`config.mk`:
```
export PLATFORM = sky130hd
export DESIGN_NAME = mem_ctrl
export DESIGN_NICKNAME = d
export VERILOG_FILES = /design/src/rtl/mem_ctrl.sv
export SDC_FILE = /design/constraint.sdc
export NUM_CORES = 1
export LEC_CHECK = 0
export ABC_AREA = 1
export CORE_ASPECT_RATIO = 0.8
export CORE_MARGIN = 10
export CORE_UTILIZATION = 43
export DETAILED_ROUTE_END_ITERATION = 12
export GPL_TIMING_DRIVEN = 0
export HOLD_SLACK_MARGIN = 0.02
export PLACE_DENSITY = 0.86
export SLEW_MARGIN = 0
export SYNTH_ARGS = -nofsm -noshare
export SYNTH_HDL_FRONTEND = slang
export SYNTH_SLANG_ARGS = --single-unit
```
`constraint.sdc`:
```
create_clock -name clk -period 2.5 [get_ports clk]
set_input_delay 0.5 -clock clk [delete_from_list [all_inputs] [get_ports clk]]
set_output_delay 0.5 -clock clk [all_outputs]
set_load 0.03 [all_outputs]
```
`src/rtl/mem_ctrl.sv`:
```
// Memory controller: sequences single-word reads (WAIT_CYCLES strobe hold) and
// three-phase writes to a 512-word RAM, rejecting out-of-range bus addresses.
module mem_ctrl #(
  parameter int unsigned WAIT_CYCLES = 2
) (
  input  logic        clk,
  input  logic        clr,
  input  logic        start_read,
  input  logic        start_write,
  input  logic [31:0] addr_in,
  input  logic [31:0] wdata_in,
  input  logic [31:0] ram_rdata,
  output logic        ram_read,
  output logic        ram_write,
  output logic [8:0]  ram_addr,
  output logic [31:0] ram_wdata,
  output logic [31:0] rdata_out,
  output logic        busy,
  output logic        done,
  output logic        addr_err
);

  typedef enum logic [2:0] {
    IDLE,
    RD,
    WR_SETUP,
    WR_PULSE,
    WR_HOLD,
    DONE
  } state_t;

  localparam logic [3:0] RD_LAST = 4'(WAIT_CYCLES - 1);

  state_t      state, state_n;
  logic [3:0]  cnt, cnt_n;
  logic [8:0]  addr_n;
  logic [31:0] wdata_n, rdata_n;
  logic        read_n, write_n, done_n, err_n;
  logic        addr_ok;

  assign addr_ok = (addr_in[31:9] == '0);
  assign busy    = (state != IDLE);

  // Strobes and pulses are computed one state ahead so every output leaves a flop.
  always_comb begin
    state_n = state;
    cnt_n   = cnt;
    addr_n  = ram_addr;
    wdata_n = ram_wdata;
    rdata_n = rdata_out;
    read_n  = 1'b0;
    write_n = 1'b0;
    done_n  = 1'b0;
    err_n   = 1'b0;
    unique case (state)
      IDLE: begin
        if (start_read || start_write) begin
          if (!addr_ok) begin
            err_n = 1'b1;
          end else if (start_read) begin
            addr_n  = addr_in[8:0];
            cnt_n   = '0;
            read_n  = 1'b1;
            state_n = RD;
          end else begin
            addr_n  = addr_in[8:0];
            wdata_n = wdata_in;
            state_n = WR_SETUP;
          end
        end
      end
      RD: begin
        if (cnt == RD_LAST) begin
          rdata_n = ram_rdata;
          done_n  = 1'b1;
          state_n = DONE;
        end else begin
          cnt_n  = cnt + 4'd1;
          read_n = 1'b1;
        end
      end
      WR_SETUP: begin
        write_n = 1'b1;
        state_n = WR_PULSE;
      end
      WR_PULSE: state_n = WR_HOLD;
      WR_HOLD: begin
        done_n  = 1'b1;
        state_n = DONE;
      end
      DONE:    state_n = IDLE;
      default: state_n = IDLE;
    endcase
  end

  always_ff @(posedge clk) begin
    if (clr) begin
      state     <= IDLE;
      cnt       <= '0;
      ram_read  <= 1'b0;
      ram_write <= 1'b0;
      ram_addr  <= '0;
      ram_wdata <= '0;
      rdata_out <= '0;
      done      <= 1'b0;
      addr_err  <= 1'b0;
    end else begin
      state     <= state_n;
      cnt       <= cnt_n;
      ram_read  <= read_n;
      ram_write <= write_n;
      ram_addr  <= addr_n;
      ram_wdata <= wdata_n;
      rdata_out <= rdata_n;
      done      <= done_n;
      addr_err  <= err_n;
    end
  end

  a_no_overlap : assert property (@(posedge clk) !(ram_read && ram_write));

endmodule

```
==> metrics, run 1 <==
status finished clean; Metal-1 WL 4.49 mm; worst-margin pin slew 0.459 ns; met2 wire len 5.58 mm; crit end category output port; max_cap viols 0; Post-CTS Resized 0; setup slack after layout 0.318 ns; Clk pwr share 0.363; share of post-route cells with drive strength above 1 0.0731; initial DRC count 210; Non-Filler Instances 778; DR vias 3737; vias in the first global route 3714; Setup TNS Final 0 ns; sequential area share after synthesis 0.489; min-delay worst type flip-flop to flip-flop; core area 7870 um^2; DPL Wire Length 9.42 mm; Critical Path Source Type flip-flop; Required @ worst endpoint 2.00 ns; Num CTS Buffers 9; Inst Count DP 762; leakage 2.29 nW; syn_nets 580; routed len/inst 14.9 um; I/O pins 178; insertion delay to the later sink of the worst-skew pair 0.35 ns; Final Hold Viols 0; Max-slew headroom 0.694; GRT Resource Usage Total 0.188; Post-DRT Antenna Nets 0; Max clock buf depth 2; Yosys reg bits 84; P&R area growth vs syn 60.6%; initial antenna violation count 0; Place WS 0.217 ns; Vias/cell 4.80; crit-path cells nor2_4 -> nand2_4 -> clkdlybuf4s50_1; drt first pass iters 4; Final setup viols 0; Die W 120 um; Pint 0.00191 W; sw frac 0.230; largest fanout on the critical path 5; number of hold buffers added after CTS 0; Comb power frac 0.098; Synth Cell Area 3440 um^2; DRC Markers 0; NetSw 0.000570 W; Mapped Cells 478; WL final 11.6 mm; CP max-delay cell clkdlybuf4s50_1; Worst-path clk slew 0.08 ns; Post-CTS Setup Bufs 0; Final min period 2.18 ns; DR WL met3 1.45 mm; PwrDens 449 nW/um^2; final core utilization 0.702; RSZ-0062 raised after global routing false; global-route wire length before repair 18.5 mm; Peak Freq 458 MHz; largest net degree at the start of global routing 15; Final Max Tran Viols 0; Die Area 12000 um^2; routability congestion estimate 0.793; Die Span Y 100 um; number of diodes 0; crit path DAT 1.68 ns; syn_area_per_cell 7.20 um^2; Final Cycle Share 0.873; Yosys cell types 27; CTS Sinks 84; Top Layer Used met4; H-tree lvl count 3; Synthesis Warnings 0; Nets 767; sequential share of power 0.539; global route total overflow 0; VDD IR max 0.000319 V; Clock Skew 0.0121 ns; root buffer cell clkbuf_8; CTS tree yes; worst setup path class flip-flop to output port; Rows 29; Crit path largest cell delay 0.71 ns; port buffer count 176; Power, Total 0.00248 W; Initial Util 0.437
[layout by cell type (no fill, tap or decap)]
cell	instances
o21ai_1	12
or2_2	2
o211a_1	1
nor4_1	1
nor2_1	164
xnor2_1	1
inv_1	38
buf_6	3
inv_2	5
clkdlybuf4s50_1	176
nand2_4	1
nand4_4	1
nor3_1	2
dfxtp_1	84
clkinv_2	1
clkbuf_8	11
nand2_1	49
nand3_1	40
a21oi_1	7
clkbuf_1	5
buf_2	11
clkinv_4	1
buf_1	6
nor2_4	6
ha_1	2
a31o_2	1
nor2_2	2
nand4_1	1
o21ai_0	31
o21ai_2	1
clkinvlp_4	3
a22oi_1	1
[sequential cells by signal (all words and copies together) (netlist names)]
| signal | cells |
|---|---|
| rdata_out | 32 |
| ram_read | 1 |
| state | 3 |
| addr_err | 1 |
| ram_addr | 9 |
| ram_write | 1 |
| cnt | 4 |
| ram_wdata | 32 |
| done | 1 |
[power groups by stage]
stage	combinational [W]	sequential (W)	clock, W
floorplan	0.0000636	0.00137	0
global placement	0.000236	0.00137	0
detailed placement	0.000242	0.00137	0
CTS	0.000243	0.00134	0.000928
global route	0.000263	0.00134	0.000973
finish	0.000242	0.00134	0.000900
[worst max-delay path, delay by kind of cell, from the launching register on]
kind          cells  cell delay, ns
simple gates      2            0.17
flops             1            0.46
buf+inv           1            0.71
[layer usage]
layer | global-route usage | up-vias
met5 | 0 | -
met4 | 0.0361 | 0
met3 | 0.109 | 10
met2 | 0.321 | 136
met1 | 0.199 | 1732
li1 | - | 1859
[cells in the mapped netlist (all sizes together)]
| cell | number | share of area |
|---|---|---|
| dfxtp | 84 | 0.49 |
| xnor2 | 1 | 0.0025 |
| o21ai | 44 | 0.065 |
| a21oi | 7 | 0.010 |
| or2 | 2 | 0.0036 |
| o211a | 1 | 0.0029 |
| a22oi | 1 | 0.0022 |
| nor3 | 2 | 0.0029 |
| buf | 20 | 0.032 |
| nand3 | 40 | 0.058 |
| nor2 | 172 | 0.20 |
| nand4 | 2 | 0.0080 |
| nor4 | 1 | 0.0018 |
| clkbuf | 5 | 0.0055 |
| a31o | 1 | 0.0025 |
| ha | 2 | 0.0073 |
| nand2 | 50 | 0.057 |
| inv | 43 | 0.047 |
[final cells by class]
| cell class | instances | area [um^2] |
|---|---|---|
| Multi-Input combinational cell | 326 | 1470 |
| Sequential cell | 84 | 1680 |
| Clock inverter | 5 | 36.3 |
| Tap cell | 108 | 135 |
| Clock buffer | 11 | 151 |
| Timing Repair Buffer | 176 | 1760 |
| Inverter | 43 | 161 |
| Fill cell | 634 | 2350 |
| Buffer | 25 | 130 |
[cell families (layout without fill, tap and decap cells)]
group	after synthesis	after routing	share of synthesized area
AO/OA/AOI/OAI	54	54	0.0829
buffers and inverters	68	260	0.0848
flip-flops	84	84	0.489
XOR/XNOR	1	1	0.00255
AND/OR/NAND/NOR	269	269	0.334
adder cells (fa/ha/maj)	2	2	0.00727
[path summary, 6_finish.rpt]
| check | from | endpoint | slack (ns) | cells after the start |
|---|---|---|---|---|
| hold / removal | ram_addr[0] | ram_addr[0] | 0.48 | 2 |
| setup reg to reg | state[0] | rdata_out[7] | 0.87 | 6 |
| setup / recovery | state[2] | busy | 0.32 | 3 |
| hold reg to reg | ram_addr[0] | ram_addr[0] | 0.48 | 2 |
[through the flow]
stage          instance area, um^2  hold slack [ns]
2_1_floorplan                 3440            0.466
3_3_place_gp                  5340            0.465
3_5_place_dp                  5340            0.470
4_1_cts                       5520            0.488
5_1_grt                       5520            0.514
6_report                      5520            0.484
Note: power is estimated with default switching activity, not from simulation.
==> run 2: changes to the inputs <==
clock period = 2.8 ns   (was 2.5 ns; I/O delays follow)
==> results of run 2 <==
Same layout as run 1 (identical final DEF). Status: finished clean.
Main changes from that run: setup slack after placement 0.217 ns -> 0.457 ns; setup slack after layout 0.318 ns -> 0.558 ns; register-to-register setup slack 0.87 ns -> 1.17 ns; total power 0.00248 W -> 0.00221 W; worst IR drop on VDD 0.000319 V -> 0.000285 V
